==> config.mk <==
export PLATFORM = sky130hd
export DESIGN_NAME = fetch_unit
export DESIGN_NICKNAME = d
export VERILOG_FILES = /design/src/rtl/fetch_unit.sv
export SDC_FILE = /design/constraint.sdc
export NUM_CORES = 1
export LEC_CHECK = 0
export CAP_MARGIN = 20
export CORE_MARGIN = 2
export CORE_UTILIZATION = 50
export CTS_CLUSTER_SIZE = 14
export DETAILED_ROUTE_END_ITERATION = 6
export PLACE_DENSITY = 0.89
export SYNTH_ARGS = -nofsm -noshare
export SYNTH_HDL_FRONTEND = slang
export SYNTH_SLANG_ARGS = --single-unit
==> constraint.sdc <==
create_clock -name clk -period 3.9 [get_ports clk]
set_clock_uncertainty 0.2 [all_clocks]
set_input_delay 1.17 -clock clk [delete_from_list [all_inputs] [get_ports clk]]
set_output_delay 1.17 -clock clk [all_outputs]
set_load 0.03 [all_outputs]
==> src/rtl/fetch_unit.sv <==
`default_nettype none
// ============================================================================
// Module      : fetch_unit
// Description : RV32I fetch stage. Owns PCF, keeps one imem request in flight,
//               buffers one response and drives the IF/ID register.
// Revision    : 1.0 - initial release
// ============================================================================
module fetch_unit #(
    parameter int              XLEN      = 32,
    parameter logic [XLEN-1:0] RESET_PC  = '0,
    parameter logic [31:0]     NOP_INSTR = 32'h0000_0013
) (
    input  logic            clk,
    input  logic            rst,
    input  logic            stallF,
    input  logic            stallD,
    input  logic            flushF,
    input  logic            flushD,
    input  logic            PCSrcE,
    input  logic [XLEN-1:0] PCTargetE,
    output logic            imem_req,
    output logic [XLEN-1:0] imem_addr,
    input  logic            imem_gnt,
    input  logic            imem_rvalid,
    input  logic [31:0]     imem_rdata,
    output logic [31:0]     InstrD,
    output logic [XLEN-1:0] PCD,
    output logic [XLEN-1:0] PCPlus4D,
    output logic            validD
);

    localparam logic [1:0] S_REQ  = 2'd0;
    localparam logic [1:0] S_WAIT = 2'd1;
    localparam logic [1:0] S_FULL = 2'd2;

    localparam logic [XLEN-1:0] c_four = XLEN'(4);

    logic [1:0]      r_state;
    logic [XLEN-1:0] r_pcF;
    logic [XLEN-1:0] r_reqPc;
    logic            r_kill;
    logic            r_bufValid;
    logic [31:0]     r_bufInstr;
    logic [XLEN-1:0] r_bufPc;
    logic [31:0]     r_instrD;
    logic [XLEN-1:0] r_pcD;
    logic [XLEN-1:0] r_pcPlus4D;
    logic            r_validD;

    logic            w_redirect;
    logic            w_drop;
    logic            w_req;
    logic            w_gnt;
    logic            w_advance;

    assign w_redirect = PCSrcE;
    assign w_drop     = PCSrcE | flushF;
    // Request is gated by rst so nothing is issued during the reset cycle.
    assign w_req      = (r_state == S_REQ) & ~stallF & ~rst;
    assign w_gnt      = w_req & imem_gnt;
    assign w_advance  = r_bufValid & ~stallD & ~stallF & ~w_drop;

    assign imem_req  = w_req;
    assign imem_addr = r_pcF;
    assign InstrD    = r_instrD;
    assign PCD       = r_pcD;
    assign PCPlus4D  = r_pcPlus4D;
    assign validD    = r_validD;

    always_ff @(posedge clk) begin
        if (rst) begin
            r_state    <= S_REQ;
            r_pcF      <= RESET_PC;
            r_reqPc    <= '0;
            r_kill     <= 1'b0;
            r_bufValid <= 1'b0;
            r_bufInstr <= NOP_INSTR;
            r_bufPc    <= '0;
        end else begin
            // A redirect always wins over the sequential +4 step.
            if (w_redirect) begin
                r_pcF <= PCTargetE;
            end else if (w_gnt) begin
                r_pcF <= r_pcF + c_four;
            end

            case (r_state)
                S_REQ: begin
                    if (w_gnt) begin
                        r_state <= S_WAIT;
                        r_reqPc <= r_pcF;
                        r_kill  <= w_drop;
                    end
                end
                S_WAIT: begin
                    if (imem_rvalid) begin
                        if (!r_kill && !w_drop) begin
                            r_bufInstr <= imem_rdata;
                            r_bufPc    <= r_reqPc;
                            r_bufValid <= 1'b1;
                            r_state    <= S_FULL;
                        end else begin
                            r_kill  <= 1'b0;
                            r_state <= S_REQ;
                        end
                    end else if (w_drop) begin
                        r_kill <= 1'b1;
                    end
                end
                S_FULL: begin
                    if (w_advance || w_drop) begin
                        r_bufValid <= 1'b0;
                        r_state    <= S_REQ;
                    end
                end
                default: begin
                    r_state    <= S_REQ;
                    r_bufValid <= 1'b0;
                    r_kill     <= 1'b0;
                end
            endcase
        end
    end

    always_ff @(posedge clk) begin
        if (rst) begin
            r_instrD   <= NOP_INSTR;
            r_pcD      <= '0;
            r_pcPlus4D <= '0;
            r_validD   <= 1'b0;
        end else if (flushD) begin
            r_instrD <= NOP_INSTR;
            r_validD <= 1'b0;
        end else if (stallD) begin
            r_instrD <= r_instrD;
        end else if (w_advance) begin
            r_instrD   <= r_bufInstr;
            r_pcD      <= r_bufPc;
            r_pcPlus4D <= r_bufPc + c_four;
            r_validD   <= 1'b1;
        end else begin
            r_instrD <= NOP_INSTR;
            r_validD <= 1'b0;
        end
    end

endmodule
`default_nettype wire

==> results of run 1 <==
## state kept, by name, indices dropped and copies added, names as in the netlist
name and count:
InstrD 32, PCD 32, imem_addr 32, r_bufInstr 32, r_bufPc 32, r_reqPc 32, PCPlus4D 30, r_state 2
r_bufValid 1, r_kill 1, validD 1
## synthesized netlist by cell type (2+ instances only)
cell type / n / area [um2]
nor3_1: 17 / 85.08
o21bai_1: 4 / 30.03
buf_2: 2 / 10.01
a22oi_1: 29 / 217.7
and4_1: 10 / 87.58
nand4_1: 22 / 137.6
xnor2_1: 30 / 262.8
and2_1: 3 / 18.77
a211oi_1: 45 / 337.8
dfxtp_1: 227 / 4544
nand3_1: 26 / 130.1
mux2i_1: 6 / 60.06
a21oi_1: 137 / 685.7
buf_1: 4 / 15.01
or2_2: 2 / 12.51
ha_1: 2 / 25.02
buf_4: 2 / 15.01
xor2_1: 24 / 210.2
inv_1: 11 / 41.29
nor3_2: 2 / 20.02
o22ai_1: 3 / 18.77
nand2_1: 284 / 1066
nand3b_1: 3 / 22.52
nor2_1: 94 / 352.8
nor4_1: 7 / 43.79
and3_1: 14 / 87.58
clkbuf_1: 71 / 266.5
## power groups by stage
stage	registers [W]	clock network (W)	logic, W
after global routing	0.00241	0.00229	0.000337
after floorplan	0.00248	0	0.000120
final	0.00240	0.00217	0.000313
after CTS	0.00240	0.00220	0.000313
after detailed placement	0.00245	0	0.000311
after global placement	0.00245	0	0.000307
## metal layers
metal / vias up / wire (um) / GRT usage [%]
met5: - / 0 / 0
met4: 0 / 924 / 10.09
met3: 66 / 1535 / 3.127
met2: 357 / 11050 / 38.97
met1: 3822 / 10570 / 35.78
li1: 4069 / - / -
## worst max-delay path: cells and delay by family
kind,cells,cell delay [ns]
buffers and inverters,3,0.72
AND/OR/NAND/NOR,1,0.59
## logic make-up after synthesis
| family | Yosys count | share of synthesized area [%] |
|---|---|---|
| AO/OA/AOI/OAI | 228 | 15.35 |
| buffers and inverters | 90 | 3.883 |
| flip-flops | 227 | 50.73 |
| adder cells (fa/ha/maj) | 2 | 0.2793 |
| AND/OR/NAND/NOR | 492 | 23.80 |
| XOR/XNOR | 54 | 5.280 |
| multiplexers | 6 | 0.6705 |
## cell type report
class	instances	area (um2)
well taps	225	281.5
multi-input cells	782	4079
flip-flops and latches	227	4544
fillers	1399	5540
inverters	11	41.29
clock inverters	6	65.06
repair buffers	220	2181
clock buffers	36	684.4
## worst min-delay path by stage
stage / to / slack (ns) / depth (start not counted)
2_1_floorplan: r_bufPc[0]$_SDFFE_PP0P_ / 0.23 / 2
3_3_place_gp: r_bufPc[31]$_SDFFE_PP0P_ / 0.24 / 2
3_5_place_dp: PCD[31]$_SDFFE_PP0P_ / 0.25 / 2
4_1_cts: r_bufPc[7]$_SDFFE_PP0P_ / 0.25 / 2
5_1_grt: r_bufInstr[16]$_SDFFE_PP0P_ / 0.27 / 2
6_report: r_bufInstr[17]$_SDFFE_PP0P_ / 0.25 / 2
## stage by stage
step / setup slack, ns / std cells / instance area [um2] / total power [W] / hold slack [ns]
6_report: 0.04642 / 1507 / 11880 / 0.004885 / 0.2526
2_1_floorplan: 0.4140 / 1099 / 8957 / 0.002597 / 0.2321
3_5_place_dp: 0.06742 / 1465 / 11130 / 0.002762 / 0.2455
3_3_place_gp: 0.06280 / 1465 / 11130 / 0.002758 / 0.2395
5_1_grt: 0.01026 / 1507 / 11880 / 0.005033 / 0.2681
4_1_cts: 0.05491 / 1507 / 11880 / 0.004913 / 0.2529
==> reports/qor.yml, run 1 <==
status:
  status: "completed"
layout:
  drive_gt1_share_pct: 5.070
  final_common_cell: "nand2_1"
  mostFrequentLayoutCells: "nand2_1, dfxtp_1, clkdlybuf4s50_1, a21oi_1, nor2_1"
  fin_util_pct: 68.19
  syn_to_final_growth_pct: 32.59
  num-nets-final: 1340
  diodes: 0
sta:
  setup_tns_ns: 0
  min_period_ns: 3.854
  tightest_slew_ns: 1.001
  finalHoldViolCount: 0
  setup_viol: 0
  drv_slew: 0
  fmax_mhz: 259.5
  relSlewSlack_pct: 33.27
  timing.final.crit_share_pct: 98.81
  rsz0062_at_grt: "false"
place:
  dp_hpwl_mm: 16.27
  place.gp.congestion: 0.9151
  portBuffers: 202
floorplanning:
  core_um2: 17420
  die_h_um: 137.8
  rows: 48
  die_area_um2: 19000
  start_util_pct: 51.43
  die_w_um: 137.8
  ioPinCount: 203
global_route:
  grt_pass1_vias: 7622
  grt_overflow_total: 0
  grt_max_degree: 99
  antenna_found_initial: 0
  track_usage_pct: 25.21
  grt_pass1_wl_mm: 38.58
power_and_ir_drop:
  p_seq_share_pct: 49.2
  p_per_area_nw_per_um2: 411.3
  p_clk_share_pct: 44.4
  switchingPower_w: 0.001113
  pwr-share-comb_pct: 6.4
  p_int_w: 0.003772
  swShare_pct: 22.78
  peakVddDrop_v: 0.0004335
  static-leakage-power_nw: 3.897
setup_path:
  max_stage_delay_ns: 0.59
  worstPathMaxFanout: 2
  critPathKind: "primary input to output port"
  cp-start-kind: "primary input"
  reg2reg_slack_ns: 1.30
  cp_slowest_cell: "or4_1"
  critPathCaptureType: "output port"
  path_cells: "clkdlybuf4s50_1 > or4_1 > inv_1 > buf_4"
  cp.arrival_ns: 2.48
  startpoint: "stallF"
  r2r_cells: 6
  cp.required_ns: 2.53
  crit_end: "imem_req"
  r2r_end: "imem_addr[25]$_SDFFE_PP0P_"
  reg2reg_from: "r_state[0]$_SDFFE_PP0P_"
cts:
  cts_tree: "built"
  cts_root_buf: "clkbuf_16"
  clk_pin_slew_worst_paths_ns: 0.05
  cts.sinks: 227
  postCtsSetupBuffers: 0
  h-tree-depth: 1
  ctsResizeCount: 0
  cts_buffers: 23
  holdBufCountCts: 0
  clk_latency_ns: 0.50
  clockBufferDepth: 3
yosys:
  syn_inst: 1099
  yosys_warnings: 0
  synth_cell_types: 45
  ys_async_sr_fraction_pct: 0
  ys_seq_area_share_pct: 50.73
  ys.flop_type: "dfxtp_1"
  synth.ff_latch_count: 227
  synth.cell_area_um2: 8957
  synth_edf_count: 0
  syn_area_per_cell_um2: 8.150
  syn_nets: 1174
drt:
  drc_errors: 0
  drt_wl_total_mm: 24.08
  post_drt_wl_per_cell_um: 15.98
  via_per_inst: 5.517
  vias: 8314
  firstDrtPassIters: 5
  ant_nets: 0
  drt_iter0_markers: 836
worst_hold_path:
  hp-start: "r_bufInstr[17]$_SDFFE_PP0P_"
  hold_class: "flop to flop"
flow_run:
  cap_violations: 0
Power figures use the tool's default switching activity.
==> run 2: changes to the inputs <==
--- a/config.mk
+++ b/config.mk
@@ -6,11 +6,14 @@
 export NUM_CORES = 1
 export LEC_CHECK = 0
 export CAP_MARGIN = 20
+export CELL_PAD_IN_SITES_DETAIL_PLACEMENT = 0
+export CELL_PAD_IN_SITES_GLOBAL_PLACEMENT = 2
 export CORE_MARGIN = 2
-export CORE_UTILIZATION = 50
+export CORE_UTILIZATION = 29
 export CTS_CLUSTER_SIZE = 14
 export DETAILED_ROUTE_END_ITERATION = 6
 export PLACE_DENSITY = 0.89
+export REMOVE_ABC_BUFFERS = 1
 export SYNTH_ARGS = -nofsm -noshare
 export SYNTH_HDL_FRONTEND = slang
 export SYNTH_SLANG_ARGS = --single-unit
==> run 2 against run 1 <==
Against the previous run:
- critical path depth did not move
- largest cell class unchanged
- critical endpoint unchanged
- setup slack improved by 0.081 ns
- combinational power rose by 6.7%
- largest power group unchanged
- first-iteration DRC count fell by 54%
- power rose by 5.2%
==> reports/qor.yml, run 2 (same netlist as run 1, synthesis figures left out) <==
drt:
  vias: 8088
  drt_wl_total_mm: 27.95
  ant_nets: 0
  drt_iter0_markers: 386
  firstDrtPassIters: 5
  post_drt_wl_per_cell_um: 16.58
  via_per_inst: 4.797
  drc_errors: 0
sta:
  drv_slew: 0
  relSlewSlack_pct: 34.58
  min_period_ns: 3.773
  fmax_mhz: 265.1
  whs_ns: 0.2492
  setup_viol: 0
  rsz0062_at_grt: "false"
  timing.final.crit_share_pct: 96.74
  tightest_slew_ns: 0.9813
  finalHoldViolCount: 0
global_route:
  antenna_found_initial: 1
  track_usage_pct: 16.69
  grt_max_degree: 195
  grt_overflow_total: 0
  grt_pass1_vias: 7638
  grt_pass1_wl_mm: 43.84
place:
  portBuffers: 202
  dpl.cell_count: 1641
  place.gp.congestion: 0.7701
  dp_hpwl_mm: 18.91
cts:
  postCtsSetupBuffers: 0
  cts_tree: "built"
  ctsResizeCount: 0
  h-tree-depth: 1
  cts.sinks: 227
  cts_buffers: 25
  clk_pin_slew_worst_paths_ns: 0.06
  cts_root_buf: "clkbuf_16"
  clk_latency_ns: 0.52
  holdBufCountCts: 0
  clockBufferDepth: 3
power_and_ir_drop:
  p_int_w: 0.003950
  p_seq_share_pct: 46.7
  p_per_area_nw_per_um2: 420.3
  pwr-share-comb_pct: 6.5
  static-leakage-power_nw: 3.965
  swShare_pct: 23.10
  p_clk_share_pct: 46.8
  peakVddDrop_v: 0.0002985
  switchingPower_w: 0.001187
  total_power_w: 0.005137
setup_path:
  startpoint: "stallF"
  critPathKind: "primary input to output port"
  cp.arrival_ns: 2.40
  cp-start-kind: "primary input"
  worstPathMaxFanout: 2
  critPathCaptureType: "output port"
  cp.required_ns: 2.53
  reg2reg_from: "r_state[0]$_SDFFE_PP0P_"
status:
  status: "completed"
layout:
  register_area_um2: 4544
  final_common_cell: "nand2_1"
  mostFrequentLayoutCells: "nand2_1, dfxtp_1, clkdlybuf4s50_1, a21oi_1, nor2_1"
  fin_util_pct: 40.06
  num-fill-cells: 3060
  multi_input_area_um2: 4079
  num-nets-final: 1347
  syn_to_final_growth_pct: 36.44
  drive_gt1_share_pct: 5.663
  final_cells: 1686
floorplanning:
  start_util_pct: 29.36
  ioPinCount: 203
  rows: 64
  core_um2: 30510
  die_w_um: 179.8
  die_area_um2: 32310
  die_h_um: 179.8
worst_hold_path:
  hold_class: "flop to flop"
  hp-start: "r_reqPc[1]$_SDFFE_PP0P_"
flow_run:
  cap_violations: 0
## run 2: changes by cell type in the layout (fill, tap and decap cells not counted), sizes merged
cell	delta
diode	+1
clkbuf	-1
inv	-2
clkinvlp	+1
bufinv	+2
buf	+5
clkinv	+2
## run 2: path summary, 6_finish.rpt
| check | endpoint | depth (start not counted) | slack [ns] |
|---|---|---|---|
| setup / recovery | imem_req | 4 | 0.13 |
| hold / removal | r_bufPc[1]$_SDFFE_PP0P_ | 2 | 0.25 |
| setup reg to reg | imem_addr[23]$_SDFFE_PP0P_ | 6 | 1.38 |
| hold reg to reg | r_bufPc[1]$_SDFFE_PP0P_ | 2 | 0.25 |
## run 2: area by class of cell
class | instances | share of cell area (%)
Sequential cell | 227 | 37.18
Multi-Input combinational cell | 782 | 33.37
Timing Repair Buffer | 225 | 18.25
Clock buffer | 35 | 5.753
Tap cell | 396 | 4.054
Clock inverter | 9 | 1.024
Inverter | 11 | 0.3378
Antenna cell | 1 | 0.02048
## run 2: stage by stage
step                      TNS, ns  instance area [um2]  setup slack, ns
after global routing            0                12220          0.05188
after floorplan            -59.89                 8651           -1.135
after detailed placement        0                11390           0.1019
after CTS                       0                12220           0.1019
after global placement          0                11390           0.1166
final                           0                12220           0.1272
## run 2: power by group through the flow
stage               logic (W)  registers [W]  clock network [W]
detailed placement   0.000338        0.00245                  0
floorplan           0.0000800        0.00248                  0
global route         0.000357        0.00241            0.00255
finish               0.000334        0.00240            0.00240
global placement     0.000337        0.00245                  0
CTS                  0.000339        0.00240            0.00247
## run 2: critical path, stage by stage
cell	delay (ns)
clkdlybuf4s50_1	0.42
or4_1	0.53
inv_1	0.14
buf_12	0.14
## run 2: layer usage
metal	wire (um)	part of all wire [%]	global-route usage, %
met5	0	0	0
met2	13170	47	27.95
met4	605	2.2	4.455
met3	1485	5.3	3.039
met1	12690	45	22.09
==> RTL edit (flow settings as in run 2) <==
Make the reset (`rst`) asynchronous in 2 clocked blocks.
--- a/src/rtl/fetch_unit.sv
+++ b/src/rtl/fetch_unit.sv
@@ -69,3 +69,3 @@
 
-    always_ff @(posedge clk) begin
+    always_ff @(posedge clk or posedge rst) begin
         if (rst) begin
@@ -124,3 +124,3 @@
 
-    always_ff @(posedge clk) begin
+    always_ff @(posedge clk or posedge rst) begin
         if (rst) begin
Behaviour: differs if rst is asserted again (counterexample within 4 cycles, from zero or initial values and one cycle with rst high); with rst held inactive, the same outputs for 4 cycles.
==> RTL edit against run 2 <==
- final cell count down 11%
- setup slack worse by 0.013 ns
- final area up 8.5%
- routed wire length down 7.7%
- non-clock buffer count down 3
- register-to-register slack worse by 0.26 ns
- area after synthesis up 8.3%
- utilization up 0.48 points
- sequential cell count unchanged
- die area up 8.1%
Power is not compared: it rests on default switching activity, and its combinational part moved more than twofold at a synthesized area within 25%.
==> RTL edit: results (changes against run 2) <==
- The number of nets in the layout came to 1,121 (-17%).
- The total cell area at the placement stage was 12,320 µm² (+8.1%).
* Diodes inserted: 0 (-1)
- RD Place Congestion: 0.7798 (+1.3%)
* Antenna violations before repair: 0 (-1)
- The mean instance size in the synthesized netlist came to 11.37 µm² (+39%).
- The critical path data arrival time was 2.42 ns (+0.02 ns).
- Internal reg-to-reg setup slack: 1.12 ns (-0.26 ns)
* Hold Worst Slack: 0.2733 ns (+0.02412 ns)
- Critical hold path startpoint: PCD[13]
* Cell with the biggest individual delay on the critical path: or4_4
* CP max stage delay: 0.56 ns (+0.03 ns)
* Post-detail-place hpwl: 18.22 mm (-3.6%)
- The number of unique standard cell types used by synthesis was 49 (+8.9%).
* Remaining max-slew budget at the tightest pin: 53.68% (+19 points)
- The fraction of registers with async set/reset is 100.0% (+100 points).
- The overall track demand over capacity in global routing was 14.68% (-2.0 points).
- Wire length of the first global-routing pass: 41.70 mm (-4.9%)
* Drt first pass iters: 4 (-1)
- WL per Instance: 17.11 µm (+3.2%)
* End of the worst register-to-register path: imem_addr[26]
* Worst reg2reg path startpoint: r_state[1]
- Vias per Instance: 4.788 (-0.20%)
* Outcome: complete, no violations
- The starting density of the core is 29.66% (+0.30 points).
* Peak fanout along the critical path: 4 (+2)
- The DRC marker count from the first detailed-route iteration is 395 (+2.3%).
* Worst Hold End: PCD[13]
- The count of filler cells inserted in the layout was 3,204 (+4.7%).
- By count the netlist is led by dfrtp_1 (221), nand2_1 (141), mux2_2 (95), clkbuf_1 (43).
* Proportion of layout cells with a drive suffix above 1: 16.70% (+11 points)
* Post-synthesis sequential area ratio: 58.65% (+7.9 points)
## RTL edit: cell types whose count changed after synthesis, sizes merged, moves of 28 or more
cell,delta
or4,+32
nand2,-144
a211oi,-44
o21ai,+37
a22o,+29
a21oi,-137
mux2,+95
a22oi,-28
dfrtp,+221
nor2,-57
a31oi,+28
dfxtp,-227
## RTL edit: per-layer routing
metal	wire (µm)	global-route usage (%)	vias up
li1	-	-	3476
met3	1209	2.402	38
met4	573	4.182	0
met2	11790	23.09	181
met5	0	0	-
met1	12220	20.91	3525
## RTL edit: cells by family (layout without fill, tap and decap cells)
family | Yosys count | count (layout) | synth area share [%]
adder cells (fa/ha/maj) | 2 | 2 | 0.2580
buffers and inverters | 68 | 281 | 3.083
multiplexers | 96 | 96 | 11.13
AND/OR/NAND/NOR | 305 | 305 | 15.49
AO/OA/AOI/OAI | 138 | 138 | 9.844
flip-flops | 227 | 227 | 58.65
XOR/XNOR | 17 | 17 | 1.535
## RTL edit: area by class of cell
type | count | area (µm²) | share of cell area, %
clock buffers | 38 | 807.0 | 6.088
clock inverters | 10 | 133.9 | 1.010
inverters | 11 | 48.80 | 0.3681
well taps | 442 | 553.0 | 4.172
multi-input cells | 558 | 3731 | 28.15
repair buffers | 222 | 2295 | 17.31
flip-flops and latches | 227 | 5688 | 42.91
## RTL edit: worst max path at each step
stage / to / slack [ns] / cells past startpoint / startpoint
after floorplan: InstrD[10] / -3.68 / 1 / rst
after global placement: imem_addr[26] / 0.07 / 6 / stallF
after detailed placement: imem_addr[28] / 0.08 / 6 / stallF
after CTS: imem_req / 0.10 / 4 / stallF
after global routing: imem_req / 0.09 / 4 / stallF
final: imem_req / 0.11 / 4 / stallF
## RTL edit: power breakdown
part           internal, mW  leakage [nW]  switching (mW)
Clock                  1.63         0.462           0.978
Sequential             2.89          2.90           0.480
Combinational         0.838          2.20           0.917
## RTL edit: worst register-to-register path, cell delays in order, from the launching register on
cell and delay (ns):
dfrtp_1 0.47, or4_4 0.64, or4_1 0.55, buf_4 0.20, or4_1 0.48, a31oi_1 0.17
